$ cat src/rtl/axis_stall_pkg.sv
// axis_stall_pkg: shared types and helpers for the AXI-Stream stall detector.
package axis_stall_pkg;
  localparam int CNT_W_DEF = 8;
  typedef enum logic {ARMED, TRIPPED} trip_state_e;
  // A consumer stalls when starved, a producer when back-pressured.
  function automatic logic stall_cond(input logic valid, input logic ready, input logic is_in);
    return is_in ? (ready & ~valid) : (valid & ~ready);
  endfunction
endpackage

$ cat src/rtl/axis_stall_ch.sv
// axis_stall_ch: one saturating stall counter plus its registered block flag.
// AXIS_STALL_MAXLEN_EN exposes the next counter value for max-stall tracking.
module axis_stall_ch
  import axis_stall_pkg::*;
#(
  parameter int CNT_W        = CNT_W_DEF,
  parameter int STALL_THRESH = 16,
  parameter bit IS_IN        = 1'b0
) (
  input  logic             i_clk,
  input  logic             i_rst_n,
  input  logic             i_tvalid,
  input  logic             i_tready,
  input  logic             i_idle,
  output logic             o_block_nxt,
  output logic             o_block
`ifdef AXIS_STALL_MAXLEN_EN
  , output logic [CNT_W-1:0] o_cnt_nxt
`endif
);
  localparam logic [CNT_W-1:0] CNT_MAX = '1;
  localparam logic [CNT_W-1:0] THRESH  = CNT_W'(STALL_THRESH);
  logic [CNT_W-1:0] r_cnt;
  logic [CNT_W-1:0] w_cnt_nxt;
  logic             r_block;
  logic             w_stall;
  assign w_stall     = stall_cond(i_tvalid, i_tready, IS_IN);
  assign w_cnt_nxt   = (i_idle || !w_stall) ? '0 : (r_cnt == CNT_MAX) ? r_cnt : r_cnt + 1'b1;
  assign o_block_nxt = w_cnt_nxt >= THRESH;
  assign o_block     = r_block;
`ifdef AXIS_STALL_MAXLEN_EN
  assign o_cnt_nxt   = w_cnt_nxt;
`endif
  always_ff @(posedge i_clk or negedge i_rst_n) begin
    if (!i_rst_n) begin
      r_cnt   <= '0;
      r_block <= 1'b0;
    end else begin
      r_cnt   <= w_cnt_nxt;
      r_block <= o_block_nxt;
    end
  end
endmodule

$ cat src/rtl/axis_stall_detector.sv
// axis_stall_detector: per-channel AXI-Stream stall flags with first-trip capture.
// AXIS_STALL_MAXLEN_EN adds o_max_stall, the longest stall seen since reset/clear.
module axis_stall_detector
  import axis_stall_pkg::*;
#(
  parameter int              NUM_CH       = 14,
  parameter logic [NUM_CH-1:0] IN_MASK    = 14'h000F,
  parameter int              STALL_THRESH = 16,
  parameter int              CNT_W        = CNT_W_DEF,
  localparam int             CH_W         = (NUM_CH > 1) ? $clog2(NUM_CH) : 1
) (
  input  logic              i_clk,
  input  logic              i_rst_n,
  input  logic [NUM_CH-1:0] i_tvalid,
  input  logic [NUM_CH-1:0] i_tready,
  input  logic              i_inst_idle,
  input  logic              i_clear_trip,
  output logic [NUM_CH-1:0] o_axis_block_sigs,
  output logic              o_trip_valid,
  output logic [CH_W-1:0]   o_trip_ch
`ifdef AXIS_STALL_MAXLEN_EN
  , output logic [CNT_W-1:0] o_max_stall
`endif
);
  logic [NUM_CH-1:0] w_block_nxt;
  logic [CH_W-1:0]   w_first;
  logic              w_any;
  trip_state_e       r_state, w_state_nxt;
  logic [CH_W-1:0]   r_trip_ch, w_trip_ch_nxt;
`ifdef AXIS_STALL_MAXLEN_EN
  logic [CNT_W-1:0]  w_cnt_nxt [NUM_CH];
  logic [CNT_W-1:0]  r_max_stall, w_max_nxt;
`endif
  genvar g;
  generate
    for (g = 0; g < NUM_CH; g++) begin : g_ch
      axis_stall_ch #(
        .CNT_W       (CNT_W),
        .STALL_THRESH(STALL_THRESH),
        .IS_IN       (IN_MASK[g])
      ) u_ch (
        .i_clk      (i_clk),
        .i_rst_n    (i_rst_n),
        .i_tvalid   (i_tvalid[g]),
        .i_tready   (i_tready[g]),
        .i_idle     (i_inst_idle),
        .o_block_nxt(w_block_nxt[g]),
        .o_block    (o_axis_block_sigs[g])
`ifdef AXIS_STALL_MAXLEN_EN
        , .o_cnt_nxt(w_cnt_nxt[g])
`endif
      );
    end
  endgenerate
  // Descending scan so the lowest asserting index ends up winning.
  always_comb begin
    w_first = '0;
    for (int i = NUM_CH - 1; i >= 0; i--) w_first = w_block_nxt[i] ? CH_W'(i) : w_first;
  end
  assign w_any = |w_block_nxt;
  // Clear has priority over a coincident trip.
  always_comb begin
    w_state_nxt   = r_state;
    w_trip_ch_nxt = r_trip_ch;
    if (i_clear_trip) begin
      w_state_nxt   = ARMED;
      w_trip_ch_nxt = '0;
    end else if (r_state == ARMED && w_any) begin
      w_state_nxt   = TRIPPED;
      w_trip_ch_nxt = w_first;
    end
  end
  always_ff @(posedge i_clk or negedge i_rst_n) begin
    if (!i_rst_n) begin
      r_state   <= ARMED;
      r_trip_ch <= '0;
    end else begin
      r_state   <= w_state_nxt;
      r_trip_ch <= w_trip_ch_nxt;
    end
  end
  assign o_trip_valid = r_state == TRIPPED;
  assign o_trip_ch    = r_trip_ch;
`ifdef AXIS_STALL_MAXLEN_EN
  always_comb begin
    w_max_nxt = r_max_stall;
    for (int i = 0; i < NUM_CH; i++) w_max_nxt = (w_cnt_nxt[i] > w_max_nxt) ? w_cnt_nxt[i] : w_max_nxt;
  end
  always_ff @(posedge i_clk or negedge i_rst_n) begin
    if (!i_rst_n) r_max_stall <= '0;
    else          r_max_stall <= i_clear_trip ? '0 : w_max_nxt;
  end
  assign o_max_stall = r_max_stall;
`endif
endmodule

$ cat config.mk
export PLATFORM = sky130hd
export DESIGN_NAME = axis_stall_detector
export DESIGN_NICKNAME = d
export VERILOG_FILES = /design/src/rtl/axis_stall_pkg.sv /design/src/rtl/axis_stall_ch.sv /design/src/rtl/axis_stall_detector.sv
export SDC_FILE = /design/constraint.sdc
export NUM_CORES = 1
export LEC_CHECK = 0
export ABC_AREA = 1
export BUFFER_PORTS_ARGS = -buffer_cell sky130_fd_sc_hd__buf_4
export CORE_MARGIN = 1.5
export CORE_UTILIZATION = 40
export CTS_CLUSTER_DIAMETER = 60
export CTS_CLUSTER_SIZE = 16
export DETAILED_ROUTE_END_ITERATION = 10
export PLACE_DENSITY = 0.58
export SYNTH_ARGS = -nofsm -noshare
export SYNTH_HDL_FRONTEND = slang
export SYNTH_SLANG_ARGS = --single-unit
$ cat constraint.sdc
create_clock -name i_clk -period 2.8 [get_ports i_clk]
set_clock_uncertainty 0.05 [all_clocks]
set_input_delay 0.14 -clock i_clk [delete_from_list [all_inputs] [get_ports i_clk]]
set_output_delay 0.14 -clock i_clk [all_outputs]
set_load 0.01 [all_outputs]
==> impl_metrics.py <==
metrics = {
    "logic_synthesis": {
        "syn_inst": 888,
        "synthXorXnorAreaFrac_pct": 3.07,
        "ys.flop_type": "dfrtp_1",
        "synth_seq_area_share_pct": 45.9,
        "synthMuxAreaShare_pct": 0,
        "synth_top_family_by_area": "simple AND/OR/NAND/NOR gates",
        "post_synth_fa_ha_maj_area_fraction_pct": 2.45,
        "synth_area_mm2": 0.00714,
        "ys_ff_latch": 131,
        "netlist_top_cells_count": "155 x inv_1, 145 x nand2_1, 131 x dfrtp_1, 100 x nor2_1, 70 x nand3_1",
        "ys_async_sr_fraction_pct": 100,
        "yosys.area_share.simple_pct": 27.5,
        "synth_top_area_share_pct": 45.9,
        "synthTopCellsByArea": "dfrtp_1 46%, inv_1 8.1%, nand2_1 7.6%",
        "avgSynthCellArea_um2": 8.04,
        "synth_edf_count": 0,
        "synthesis.nets": 934,
        "yosysWarnings": 0,
        "yosysUniqueCellTypes": 41,
        "synth_most_common_cell": "inv_1",
        "synth_compound_area_share_pct": 10.4,
        "synth_top_cell_by_area": "dfrtp_1",
    },
    "cells_and_area": {
        "finalInstanceArea_mm2": 0.00845,
        "fin_nets": 1010,
        "areaGrowthSynthToFinish_pct": 18.4,
        "layout-drive-gt1-share_pct": 17.0,
        "diodes": 0,
        "final.fill_count": 1664,
        "final_util_pct": 48.7,
    },
    "route": {
        "route.detailed.drc": 0,
        "ant_nets": 0,
        "wl_mm": 13.9,
        "wl_per_cell_um": 11.6,
        "vias": 5616,
        "drt_first_pass_iters": 4,
        "routed_via_density": 4.68,
        "drt-initial-drc-count": 278,
    },
    "worst_hold_path": {
        "worstHoldPathType": "input pin to flip-flop",
        "hold_path_depth": 5,
    },
    "power_and_ir_drop": {
        "comb_power_share_pct": 4.0,
        "swShare_pct": 21.4,
        "vdd_drop_max_mv": 0.436,
        "cellPowerDensity_mw_per_mm2": 483,
        "p_int_uw": 3210,
        "power.leakage_uw": 0.00455,
        "power_uw": 4080,
        "p_seq_share_pct": 46.9,
        "power.switching_uw": 874,
        "p_clk_share_pct": 49.1,
    },
    "sta": {
        "slew_violations": 0,
        "fin_setup_tns_ns": 0,
        "fin_ws_ns": 0.408,
        "setup-violations-final": 0,
        "finalCriticalPeriod_ns": 2.39,
        "worst_pin_slew_ns": 0.560,
        "max_slew_margin_pct": 62.5,
        "fmax_mhz": 418,
        "rsz0062_at_grt": "false",
        "period_share_pct": 85.4,
        "hold_viol_final": 0,
    },
    "global_route": {
        "grt_use_met3_pct": 4.37,
        "grt_pass1_wl_mm": 24.5,
        "top_usage_layer": "met2",
        "grt_use_met1_pct": 22.2,
        "grt_pass1_vias": 5387,
        "antenna_found_initial": 0,
        "grt.overflow.total": 0,
        "grt_max_degree": 58,
        "grt_use_total_pct": 16.6,
        "gr-usage-met2_pct": 26.6,
    },
    "setup_path": {
        "cp.arrival_ns": 2.68,
        "cp.depth": 14,
        "startpoint_type": "flip-flop",
        "crit_path_max_incr_delay_ns": 0.41,
        "cp_max_fo": 8,
        "cp.buffers_inverters": 1,
        "crit_chain": "ha_1, nand3_1, inv_1, nand3_1, nand3_1, nand2_1, nand2_1, nor2_1, nand3_1, nor2_2, nand2_4, a21oi_4, nand2_1, o21ai_1",
        "cp-end-kind": "flip-flop",
        "slowest_stage": "dfrtp_1",
        "cpMostUsedCell": "nand3_1",
        "critical_path_required_ns": 3.09,
        "criticalPathCategory": "flip-flop to flip-flop",
        "cp_top_family": "simple AND/OR/NAND/NOR gates",
        "reg2regPathDepth": 14,
    },
    "floorplanning": {
        "core_area_mm2": 0.0174,
        "num_rows": 48,
        "dieArea_mm2": 0.0187,
        "io-pin-count": 51,
        "die_h_um": 137,
        "die_w_um": 137,
        "start_util_pct": 41.1,
    },
    "clocking": {
        "cts_buffer_depth": 2,
        "clk_pin_slew_ns": 0.05,
        "cts_made_buffers": 17,
        "clkSinkCount": 131,
        "clk_latency_ns": 0.41,
        "clockRootBuffer": "clkbuf_16",
        "htree_levels": 4,
        "postCtsSetupBuffers": 0,
        "cts_tree": "yes",
    },
    "job": {
        "max_cap_viol_count": 0,
    },
    "placed_design": {
        "hpwl_mm": 10.0,
        "dpl_cell_area_mm2": 0.00772,
        "gp_congestion": 0.794,
        "place_ws_ns": 0.328,
        "port_buffers": 50,
    },
    "run_status": {
        "status": "finished clean",
    },
}
==> cell usage in the layout, fill, tap and decap left out, types with 8 or more instances in the layout <==
cell	instances
nand3_1	70
a21oi_1	40
nand2_1	144
inv_2	18
o21ai_1	13
xnor2_1	8
nor2_2	16
o21ai_0	54
a31oi_1	9
dfrtp_1	131
nor3_2	14
dlygate4sd3_1	19
inv_1	155
xor2_1	17
nor2_4	10
nor2_1	99
buf_4	51
ha_1	14
clkbuf_16	17
==> layout make-up <==
cell class / instances / area (um^2) / share of cell area [%]
clock buffers: 26 / 509 / 6.03
inverters: 173 / 649 / 7.68
multi-input cells: 569 / 3100 / 36.7
flip-flops and latches: 131 / 3280 / 38.8
well taps: 225 / 282 / 3.33
clock inverters: 5 / 25.0 / 0.296
repair buffers: 72 / 604 / 7.15
==> logic make-up (layout without fill, tap and decap cells) <==
group | count (synthesis) | after routing
xor+xnor | 25 | 25
fa+ha+maj | 14 | 14
simple gates | 396 | 396
compound gates | 134 | 134
flops | 131 | 131
buf+inv | 188 | 276
==> final timing paths <==
path / end / startpoint / slack [ns]
max: o_trip_ch[1] / g_ch[10].u_ch.r_cnt[0] / 0.41
min: g_ch[9].u_ch.r_cnt[3] / i_tvalid[9] / 0.02
max reg2reg: o_trip_ch[1] / g_ch[10].u_ch.r_cnt[0] / 0.41
min reg2reg: g_ch[4].u_ch.r_cnt[3] / g_ch[4].u_ch.r_cnt[3] / 0.43
max in group asynchronous: g_ch[4].u_ch.r_cnt[4] / i_rst_n / 1.82
min in group asynchronous: g_ch[12].u_ch.r_cnt[3] / i_rst_n / 0.22
==> per-layer routing <==
| metal | vias to the layer above | share of wire (%) |
|---|---|---|
| met4 | 0 | 1.1 |
| met3 | 12 | 2.8 |
| met5 | - | 0 |
| met2 | 64 | 47 |
| li1 | 2953 | - |
| met1 | 2587 | 49 |
==> power groups by stage <==
stage / Sequential, uW / Combinational, uW / Clock (uW)
CTS: 1910 / 171 / 2070
floorplan: 1950 / 52.3 / 0
detailed placement: 1950 / 151 / 0
finish: 1910 / 164 / 2010
global placement: 1950 / 149 / 0
global route: 1910 / 190 / 2170
==> through the flow <==
| stage | hold slack, ns | instances |
|---|---|---|
| global route | 0.0100 | 1201 |
| detailed placement | 0.109 | 1151 |
| floorplan | -0.206 | 888 |
| finish | 0.0202 | 1201 |
| CTS | 0.00264 | 1201 |
| global placement | 0.103 | 1151 |
==> registers in the layout (all words and copies together) (netlist names) <==
| register | count |
|---|---|
| o_trip_ch | 4 |
| g_ch.u_ch.r_cnt | 112 |
| o_trip_valid | 1 |
| g_ch.u_ch.o_block | 14 |
==> worst min-delay path, stage by stage <==
cell and delay (ns):
buf_4 0.11, inv_1 0.04, nor2_1 0.04, nand2_1 0.07
nor2_1 0.05
==> what timing repair did <==
action	in CTS	in global routing
resized for setup	0	2
hold buffers	19	0
hold endpoints to repair	110	0
setup endpoints to repair	0	2
Power figures use the tool's default switching activity.
